$ cat src/rtl/pipe_pkg.sv
// Shared pipeline types: the decoded control bundle carried from ID into EX
// and the write-back source encodings.
package pipe_pkg;

    localparam int XLEN_DEF   = 32;
    localparam int REG_AW_DEF = 5;
    localparam int PCNT_W_DEF = 16;

    typedef struct packed {
        logic       ALUASrc;
        logic       ALUBSrc;
        logic [3:0] ALUOp;
        logic [4:0] BrOp;
        logic       DMWr;
        logic [2:0] DMCtrl;
        logic       RUWr;
        logic [1:0] RUDataWrSrc;
    } ctrl_t;

    localparam ctrl_t      CTRL_NOP   = '0;
    localparam logic [1:0] WB_SRC_ALU = 2'b00;
    localparam logic [1:0] WB_SRC_MEM = 2'b01;
    localparam logic [1:0] WB_SRC_PC4 = 2'b10;

endpackage

$ cat src/rtl/id_ex_hazard_detect.sv
// Load-use detector: a load sitting in EX whose destination is read by the
// instruction currently in ID cannot be satisfied by any bypass in time.
module id_ex_hazard_detect
    import pipe_pkg::*;
#(
    parameter int REG_AW = REG_AW_DEF
) (
    input  logic              i_id_valid,
    input  logic              i_ex_valid,
    input  ctrl_t             i_ex_ctrl,
    input  logic [REG_AW-1:0] i_ex_rd,
    input  logic [REG_AW-1:0] i_id_rs1,
    input  logic [REG_AW-1:0] i_id_rs2,
    input  logic              i_id_uses_rs1,
    input  logic              i_id_uses_rs2,
    output logic              o_load_use
);

    logic w_ex_is_load;
    logic w_rs1_hit;
    logic w_rs2_hit;

    // x0 is hardwired to zero, so a load targeting it never creates a dependency
    assign w_ex_is_load = i_ex_valid && (i_ex_ctrl.RUDataWrSrc == WB_SRC_MEM)
                          && (i_ex_rd != '0);
    assign w_rs1_hit    = i_id_uses_rs1 && (i_id_rs1 == i_ex_rd);
    assign w_rs2_hit    = i_id_uses_rs2 && (i_id_rs2 == i_ex_rd);
    assign o_load_use   = i_id_valid && w_ex_is_load && (w_rs1_hit || w_rs2_hit);

endmodule

$ cat src/rtl/id_ex_stage.sv
// ID/EX pipeline register with load-use bubble insertion, same-cycle WB
// bypass into the captured operands and a saturating bubble counter.
module id_ex_stage
    import pipe_pkg::*;
#(
    parameter int XLEN   = XLEN_DEF,
    parameter int REG_AW = REG_AW_DEF,
    parameter int PCNT_W = PCNT_W_DEF
) (
    input  logic              clk,
    input  logic              rst_n,
    input  logic              id_valid,
    input  logic [XLEN-1:0]   id_pc,
    input  logic [XLEN-1:0]   id_ru1,
    input  logic [XLEN-1:0]   id_ru2,
    input  logic [XLEN-1:0]   id_imm,
    input  logic [REG_AW-1:0] id_rs1,
    input  logic [REG_AW-1:0] id_rs2,
    input  logic [REG_AW-1:0] id_rd,
    input  logic              id_uses_rs1,
    input  logic              id_uses_rs2,
    input  ctrl_t             id_ctrl,
    input  logic              wb_ruwr,
    input  logic [REG_AW-1:0] wb_rd,
    input  logic [XLEN-1:0]   wb_data,
    input  logic              ex_flush,
    input  logic              hold,
    output logic              stall_o,
    output logic              ex_valid,
    output logic [XLEN-1:0]   ex_pc,
    output logic [XLEN-1:0]   ex_ru1,
    output logic [XLEN-1:0]   ex_ru2,
    output logic [XLEN-1:0]   ex_imm,
    output logic [REG_AW-1:0] ex_rs1,
    output logic [REG_AW-1:0] ex_rs2,
    output logic [REG_AW-1:0] ex_rd,
    output ctrl_t             ex_ctrl,
    output logic [PCNT_W-1:0] bubble_cnt
);

    logic              r_ex_valid;
    logic [XLEN-1:0]   r_ex_pc;
    logic [XLEN-1:0]   r_ex_ru1;
    logic [XLEN-1:0]   r_ex_ru2;
    logic [XLEN-1:0]   r_ex_imm;
    logic [REG_AW-1:0] r_ex_rs1;
    logic [REG_AW-1:0] r_ex_rs2;
    logic [REG_AW-1:0] r_ex_rd;
    ctrl_t             r_ex_ctrl;
    logic [PCNT_W-1:0] r_bubble_cnt;

    logic w_load_use;
    logic w_wb_live;
    logic w_byp_rs1;
    logic w_byp_rs2;
    logic w_ref_rs1;
    logic w_ref_rs2;

    id_ex_hazard_detect #(.REG_AW(REG_AW)) u_hazard (
        .i_id_valid    (id_valid),
        .i_ex_valid    (r_ex_valid),
        .i_ex_ctrl     (r_ex_ctrl),
        .i_ex_rd       (r_ex_rd),
        .i_id_rs1      (id_rs1),
        .i_id_rs2      (id_rs2),
        .i_id_uses_rs1 (id_uses_rs1),
        .i_id_uses_rs2 (id_uses_rs2),
        .o_load_use    (w_load_use)
    );

    // Bypass compares against ID sources on capture, against held EX sources on refresh
    assign w_wb_live = wb_ruwr && (wb_rd != '0);
    assign w_byp_rs1 = w_wb_live && (wb_rd == id_rs1);
    assign w_byp_rs2 = w_wb_live && (wb_rd == id_rs2);
    assign w_ref_rs1 = w_wb_live && (wb_rd == r_ex_rs1);
    assign w_ref_rs2 = w_wb_live && (wb_rd == r_ex_rs2);

    assign stall_o = rst_n && !ex_flush && (hold || w_load_use);

    always_ff @(posedge clk) begin
        if (!rst_n) begin
            r_ex_valid   <= 1'b0;
            r_ex_pc      <= '0;
            r_ex_ru1     <= '0;
            r_ex_ru2     <= '0;
            r_ex_imm     <= '0;
            r_ex_rs1     <= '0;
            r_ex_rs2     <= '0;
            r_ex_rd      <= '0;
            r_ex_ctrl    <= CTRL_NOP;
            r_bubble_cnt <= '0;
        end else if (ex_flush || (!hold && w_load_use)) begin
            // Flush and bubble clear EX identically; only a bubble is counted
            r_ex_valid <= 1'b0;
            r_ex_pc    <= '0;
            r_ex_ru1   <= '0;
            r_ex_ru2   <= '0;
            r_ex_imm   <= '0;
            r_ex_rs1   <= '0;
            r_ex_rs2   <= '0;
            r_ex_rd    <= '0;
            r_ex_ctrl  <= CTRL_NOP;
            if (!ex_flush && (r_bubble_cnt != '1)) begin
                r_bubble_cnt <= r_bubble_cnt + PCNT_W'(1);
            end
        end else if (hold) begin
            if (w_ref_rs1) begin
                r_ex_ru1 <= wb_data;
            end
            if (w_ref_rs2) begin
                r_ex_ru2 <= wb_data;
            end
        end else begin
            r_ex_valid <= id_valid;
            r_ex_pc    <= id_pc;
            r_ex_ru1   <= w_byp_rs1 ? wb_data : id_ru1;
            r_ex_ru2   <= w_byp_rs2 ? wb_data : id_ru2;
            r_ex_imm   <= id_imm;
            r_ex_rs1   <= id_rs1;
            r_ex_rs2   <= id_rs2;
            r_ex_rd    <= id_rd;
            r_ex_ctrl  <= id_ctrl;
        end
    end

    assign ex_valid   = r_ex_valid;
    assign ex_pc      = r_ex_pc;
    assign ex_ru1     = r_ex_ru1;
    assign ex_ru2     = r_ex_ru2;
    assign ex_imm     = r_ex_imm;
    assign ex_rs1     = r_ex_rs1;
    assign ex_rs2     = r_ex_rs2;
    assign ex_rd      = r_ex_rd;
    assign ex_ctrl    = r_ex_ctrl;
    assign bubble_cnt = r_bubble_cnt;

endmodule

$ cat config.mk
export PLATFORM = sky130hd
export DESIGN_NAME = id_ex_stage
export DESIGN_NICKNAME = d
export VERILOG_FILES = /design/src/rtl/pipe_pkg.sv /design/src/rtl/id_ex_hazard_detect.sv /design/src/rtl/id_ex_stage.sv
export SDC_FILE = /design/constraint.sdc
export NUM_CORES = 1
export LEC_CHECK = 0
export CAP_MARGIN = 5
export CORE_MARGIN = 4
export CORE_UTILIZATION = 35
export CTS_CLUSTER_DIAMETER = 30
export DETAILED_ROUTE_END_ITERATION = 16
export PLACE_DENSITY = 0.77
export SYNTH_ARGS = -nofsm -noshare
export SYNTH_HDL_FRONTEND = slang
export SYNTH_SLANG_ARGS = --single-unit
$ cat constraint.sdc
create_clock -name clk -period 2.51 [get_ports clk]
set_input_delay 0.251 -clock clk [delete_from_list [all_inputs] [get_ports clk]]
set_output_delay 0.251 -clock clk [all_outputs]
set_load 0.01 [all_outputs]
==> flow_metrics.py, run 1 <==
metrics = {
    "outcome": {
        "outcome": "finished, final reports clean",
    },
    "finish": {
        "post-route-util_pct": 58.7,
        "layout_commonest_cell": "clkdlybuf4s50_1",
        "layout-drive-gt1-share_pct": 15.2,
        "final_cell_mix": "382 x clkdlybuf4s50_1, 176 x dfxtp_1, 99 x mux2i_1",
        "syn2layout_area_growth_pct": 64.2,
        "layout.nets": 1372,
    },
    "die": {
        "die-area_sq_mm": 0.0249,
        "die_height_um": 158,
        "start_util_pct": 35.8,
        "die_w_um": 158,
        "core-area_sq_mm": 0.0220,
        "rows": 54,
        "io-pin-count": 385,
    },
    "critical_path": {
        "critical_path_arrival_ns": 2.08,
        "rr_worst_depth": 9,
        "rrSetupSlack_ns": 0.34,
        "end_kind": "output pin",
        "crit_fanout": 5,
        "reg2reg_from": "ex_rd[4]$_SDFFE_PP0N_",
        "required_ns": 2.26,
        "r2r_end": "ex_ctrl[5]$_SDFFE_PP0N_",
        "crit_type": "reg2out",
        "start_kind": "flip-flop",
    },
    "routing": {
        "viasPerCell": 5.00,
        "drt-total-wl_mm": 27.9,
        "post_drt_wl_per_cell_um": 19.1,
        "vias": 7295,
        "first_pass_iters": 4,
        "drc": 0,
        "final_antenna_net_count": 0,
        "drtIter0Drc": 443,
    },
    "power_and_ir_drop": {
        "p_per_area_mw_per_mm2": 525,
        "ir_worst_vdd_mv": 0.428,
        "power_leakage_nw": 4.71,
    },
    "placed_design": {
        "gp_congestion": 0.806,
        "io_buffers": 384,
        "hpwl_mm": 21.2,
    },
    "logic_synthesis": {
        "synth-edff-count": 0,
        "ys_warn_count": 0,
        "yosysUniqueCellTypes": 40,
        "syn_inst": 771,
        "ys_ff_latch": 178,
        "yosysSeqAreaShare_pct": 45.4,
        "avgSynthCellArea_sq_um": 10.2,
        "synthesis.area_sq_mm": 0.00786,
        "synthArstFlopShare_pct": 0,
        "syn_nets": 978,
        "ys.flop_type": "dfxtp_1",
    },
    "timing": {
        "slew_violations": 0,
        "max_freq_mhz": 430,
        "min_period_over_period_pct": 92.7,
        "hold_viol": 0,
        "relSlewSlack_pct": 46.2,
        "whs_ns": 0.365,
        "tightest_slew_ns": 0.807,
        "fin_skew_ns": 0.0136,
        "finalSetupViolations": 0,
        "timing.final.crit_period_ns": 2.33,
        "rsz0062_at_grt": "no",
    },
    "cts": {
        "cts_buffers": 17,
        "cts_buffer_depth": 2,
        "clockRootBuffer": "clkbuf_16",
        "cts_tree": "yes",
        "path_clk_slew_ns": 0.08,
        "clock_sinks": 178,
        "cts_hold_buffers": 0,
        "clkLatencyLatePin_ns": 0.43,
        "htreeDepth": 4,
    },
    "grt": {
        "grtUsageTotal_pct": 21.4,
        "grt-ovfl-total": 0,
        "grt_pass1_vias": 7367,
        "grt_max_degree": 102,
        "antenna_found_initial": 2,
        "grt_pass1_wl_mm": 41.4,
    },
    "worst_hold_path": {
        "hold_path_depth": 3,
        "min_from": "id_ru2[25]",
        "min_to": "ex_ru2[25]$_SDFFE_PP0P_",
        "hold_path.class": "in2reg",
    },
    "job": {
        "drv_cap": 0,
    },
}
[repair_timing]
item,CTS,global route
endpoints found under the setup margin,1,0
resized for setup,3,0
buffers inserted,0,0
[per-stage QoR]
stage / instance area (sq um) / setup WS [ns] / std cells / setup TNS, ns / total power, W
global placement: 12300 / -0.101 / 1426 / -0.101 / 0.00419
floorplan: 7860 / 0.479 / 771 / 0 / 0.00352
global route: 12900 / 0.0601 / 1459 / 0 / 0.00703
CTS: 12900 / 0.159 / 1458 / 0 / 0.00686
detailed placement: 12300 / -0.0443 / 1426 / -0.0854 / 0.00421
finish: 12900 / 0.183 / 1460 / 0 / 0.00677
[final cells by class]
class / count / area (sq um)
inverter: 8 / 30.0
antenna: 2 / 5.00
sequential: 178 / 3570
timing repair buffer: 437 / 4480
multi-input combinational: 523 / 3890
clock buffer: 18 / 439
clock inverter: 14 / 140
fill: 1812 / 9060
tap: 280 / 350
[logic make-up after synthesis]
| kind of cell | share of synthesized area, % |
|---|---|
| and+or+nand+nor | 18.6 |
| muxes | 12.6 |
| adders and majority gates | 0.159 |
| buffers and inverters | 5.32 |
| DFF | 45.4 |
| AOI/OAI and AO/OA | 14.6 |
| xor gates and xnor gates | 3.46 |
[worst max-delay path by stage]
stage                          start  cells after the start                       to
4_1_cts        ex_rd[4]$_SDFFE_PP0N_                      8                  stall_o
3_3_place_gp               id_rs2[4]                      9                  stall_o
6_report       ex_rd[3]$_SDFFE_PP0N_                      8                  stall_o
5_1_grt        ex_rd[4]$_SDFFE_PP0N_                      8                  stall_o
3_5_place_dp               id_rs2[4]                      9                  stall_o
2_1_floorplan  ex_rd[2]$_SDFFE_PP0N_                      9  ex_ctrl[0]$_SDFFE_PP0N_
[layer usage]
metal / up-vias / wire length, um / track usage (%)
li1: 3551 / - / -
met1: 3386 / 10700 / 24.6
met2: 322 / 13900 / 36.9
met3: 34 / 2740 / 7.76
met4: 2 / 637 / 7.33
met5: - / 19 / 0
[critical path: stages (launching register included)]
cell and delay [ns]:
dfxtp_2 0.36, xor2_1 0.17, nor4_1 0.28, buf_4 0.17, nand3_1 0.06, nand2_1 0.07, a21oi_1 0.07, nor3_1 0.15
dlygate4sd2_1 0.32
[cells in the mapped netlist (2+ instances only)]
| master | number | area (sq um) |
|---|---|---|
| o21ai_1 | 2 | 10.0 |
| xnor2_1 | 14 | 123 |
| dfxtp_1 | 178 | 3560 |
| nor2_1 | 24 | 90.1 |
| buf_6 | 2 | 22.5 |
| buf_12 | 6 | 120 |
| o21a_1 | 2 | 15.0 |
| or3_1 | 5 | 31.3 |
| nor4_1 | 3 | 18.8 |
| buf_1 | 4 | 15.0 |
| inv_1 | 8 | 30.0 |
| nor3_1 | 8 | 40.0 |
| a32oi_1 | 64 | 561 |
| nor2_4 | 60 | 676 |
| mux2i_1 | 99 | 991 |
| buf_2 | 16 | 80.1 |
| nand3_1 | 11 | 55.1 |
| or4_1 | 8 | 60.1 |
| nor2_2 | 20 | 125 |
| o31ai_1 | 8 | 60.1 |
| clkbuf_1 | 32 | 120 |
| o21ai_0 | 5 | 25.0 |
| xor2_1 | 17 | 149 |
| nand4_1 | 4 | 25.0 |
| and4_4 | 2 | 22.5 |
| nand2_1 | 76 | 285 |
| a21oi_1 | 79 | 395 |
| buf_8 | 2 | 30.0 |
[sequential cells by signal, indices dropped and copies added, names as in the netlist]
name        flops
ex_rs1          5
ex_pc          32
bubble_cnt     16
ex_ru2         32
ex_rs2          5
ex_rd           5
ex_valid        1
ex_ru1         32
ex_ctrl        18
ex_imm         32
[power breakdown]
part	switching [W]	internal (W)
Clock	0.00127	0.00135
Sequential	0.0000537	0.00291
Combinational	0.000510	0.000670
No activity file was read; power rests on OpenSTA's default activity.
==> inputs of run 2 (changes only) <==
--- a/config.mk
+++ b/config.mk
@@ -5,12 +5,13 @@
 export SDC_FILE = /design/constraint.sdc
 export NUM_CORES = 1
 export LEC_CHECK = 0
-export CAP_MARGIN = 5
+export CAP_MARGIN = 20
 export CORE_MARGIN = 4
 export CORE_UTILIZATION = 35
 export CTS_CLUSTER_DIAMETER = 30
 export DETAILED_ROUTE_END_ITERATION = 16
 export PLACE_DENSITY = 0.77
+export SKIP_CTS_REPAIR_TIMING = 1
 export SYNTH_ARGS = -nofsm -noshare
 export SYNTH_HDL_FRONTEND = slang
 export SYNTH_SLANG_ARGS = --single-unit
==> constraint.sdc (replaced) <==
create_clock -name clk -period 2.51 [get_ports clk]
set_input_delay 0.251 -clock clk [delete_from_list [all_inputs] [get_ports clk]]
set_output_delay 0.251 -clock clk [all_outputs]
set_load 0.02 [all_outputs]
==> run 2 against run 1 <==
Die area stayed put; maximum frequency fell by 1.3%; first-iteration DRC count is 25% higher; non-clock buffer count decreased by 12; sequential share of layout area up 0.36 points; worst setup slack worse by 0.030 ns.
==> flow_metrics.py, run 2 (synthesis results as in run 1) <==
metrics = {
    "outcome": {
        "outcome": "finished, final reports clean",
    },
    "critical_path": {
        "required_ns": 2.26,
        "reg2reg_from": "ex_rd[1]$_SDFFE_PP0N_",
        "critical_path_arrival_ns": 2.11,
        "rrSetupSlack_ns": 0.21,
        "end_kind": "output pin",
        "crit_type": "reg2out",
        "rr_worst_depth": 8,
        "r2r_end": "ex_pc[2]$_SDFFE_PP0N_",
        "start_kind": "flip-flop",
        "crit_fanout": 5,
    },
    "cts": {
        "clock_sinks": 178,
        "clkLatencyLatePin_ns": 0.42,
        "cts_buffers": 17,
        "cts_buffer_depth": 2,
        "htreeDepth": 4,
        "cts_tree": "yes",
        "clockRootBuffer": "clkbuf_16",
        "path_clk_slew_ns": 0.08,
    },
    "worst_hold_path": {
        "hold_path.class": "in2reg",
        "min_from": "id_ru1[29]",
        "hold_path_depth": 3,
        "min_to": "ex_ru1[29]$_SDFFE_PP0P_",
    },
    "timing": {
        "hold_viol": 0,
        "whs_ns": 0.372,
        "finalSetupViolations": 0,
        "fin_skew_ns": 0.0119,
        "relSlewSlack_pct": 62.1,
        "timing.final.crit_period_ns": 2.36,
        "rsz0062_at_grt": "no",
        "setup_slack_ns": 0.153,
        "slew_violations": 0,
        "tightest_slew_ns": 0.569,
        "min_period_over_period_pct": 93.9,
        "max_freq_mhz": 424,
    },
    "die": {
        "die_height_um": 158,
        "start_util_pct": 35.8,
        "core-area_sq_mm": 0.0220,
        "io-pin-count": 385,
        "die_w_um": 158,
        "rows": 54,
        "die-area_sq_mm": 0.0249,
    },
    "finish": {
        "fin_area_sq_mm": 0.0127,
        "multi_input_area_sq_mm": 0.00389,
        "syn2layout_area_growth_pct": 62.0,
        "layout-drive-gt1-share_pct": 14.4,
        "regArea_sq_mm": 0.00356,
        "layout.nets": 1360,
        "final_cell_mix": "382 x clkdlybuf4s50_1, 177 x dfxtp_1, 99 x mux2i_1",
        "layout_commonest_cell": "clkdlybuf4s50_1",
        "fillers": 1880,
        "n_antenna_cell": 0,
    },
    "placed_design": {
        "gp_congestion": 0.800,
        "pre_cts_ws_ns": -0.313,
        "io_buffers": 384,
        "hpwl_mm": 20.9,
        "place_area_sq_mm": 0.0121,
    },
    "job": {
        "drv_cap": 0,
    },
    "routing": {
        "drt-total-wl_mm": 28.0,
        "viasPerCell": 5.12,
        "drc": 0,
        "post_drt_wl_per_cell_um": 19.4,
        "drtIter0Drc": 555,
        "final_antenna_net_count": 0,
        "first_pass_iters": 5,
        "vias": 7403,
    },
    "power_and_ir_drop": {
        "p_seq_share_pct": 42.6,
        "switchingPower_w": 0.00195,
        "intPower_w": 0.00499,
        "total_power_w": 0.00695,
        "p_per_area_mw_per_mm2": 546,
        "power_leakage_nw": 4.62,
        "switching_share_pct": 28.1,
        "clockPowerShare_pct": 39.9,
        "ir_worst_vdd_mv": 0.407,
        "pwr-share-comb_pct": 17.4,
    },
    "grt": {
        "grtUsageTotal_pct": 21.1,
        "grt_pass1_vias": 7179,
        "antenna_found_initial": 1,
        "grt-ovfl-total": 0,
        "grt_pass1_wl_mm": 41.0,
        "grt_max_degree": 76,
    },
}
[run 2: layout make-up]
class	instances	share of cell area (%)
Tap cell	280	2.75
Clock inverter	15	1.49
Multi-Input combinational cell	523	30.6
Inverter	8	0.236
Sequential cell	178	28.0
Timing Repair Buffer	425	33.6
Clock buffer	17	3.34
[run 2: critical path: stages (launching register included)]
cell and delay [ns]:
dfxtp_1 0.38, xor2_1 0.18, nor4_1 0.33, buf_4 0.17
nand3_1 0.07, nand2_1 0.08, a21oi_1 0.07, nor3_2 0.20
clkbuf_2 0.22
[run 2: power by group through the flow]
stage               registers (W)  clock network, W  logic (W)
floorplan                 0.00313                 0   0.000464
detailed placement        0.00303                 0    0.00121
global route              0.00297           0.00295    0.00128
global placement          0.00302                 0    0.00120
CTS                       0.00296           0.00284    0.00122
finish                    0.00296           0.00277    0.00121
[run 2: stage by stage]
step	setup TNS (ns)	std cells	utilization, %
6_report	0	1446	58.0
5_1_grt	0	1446	58.0
4_1_cts	-0.427	1446	58.0
3_5_place_dp	-8.08	1414	55.2
3_3_place_gp	-9.06	1414	55.2
2_1_floorplan	0	771	-
[run 2: how the worst max path moves through the flow]
stage	cells after the start	start	slack (ns)	to
global placement	9	id_rs2[4]	-0.35	stall_o
finish	8	ex_rd[3]$_SDFFE_PP0N_	0.15	stall_o
floorplan	9	ex_rd[2]$_SDFFE_PP0N_	0.41	ex_ctrl[0]$_SDFFE_PP0N_
global route	8	ex_rd[3]$_SDFFE_PP0N_	0.06	stall_o
detailed placement	9	id_rs2[4]	-0.31	stall_o
CTS	8	ex_rd[1]$_SDFFE_PP0N_	-0.43	stall_o
[run 2: routing by layer]
metal  global-route usage, %  vias up  wire length, um
li1                        -     3534                -
met1                    25.1     3481            10900
met2                    36.9      350            14100
met3                    7.00       36             2640
met4                    4.67        2              416
met5                       0        -               20
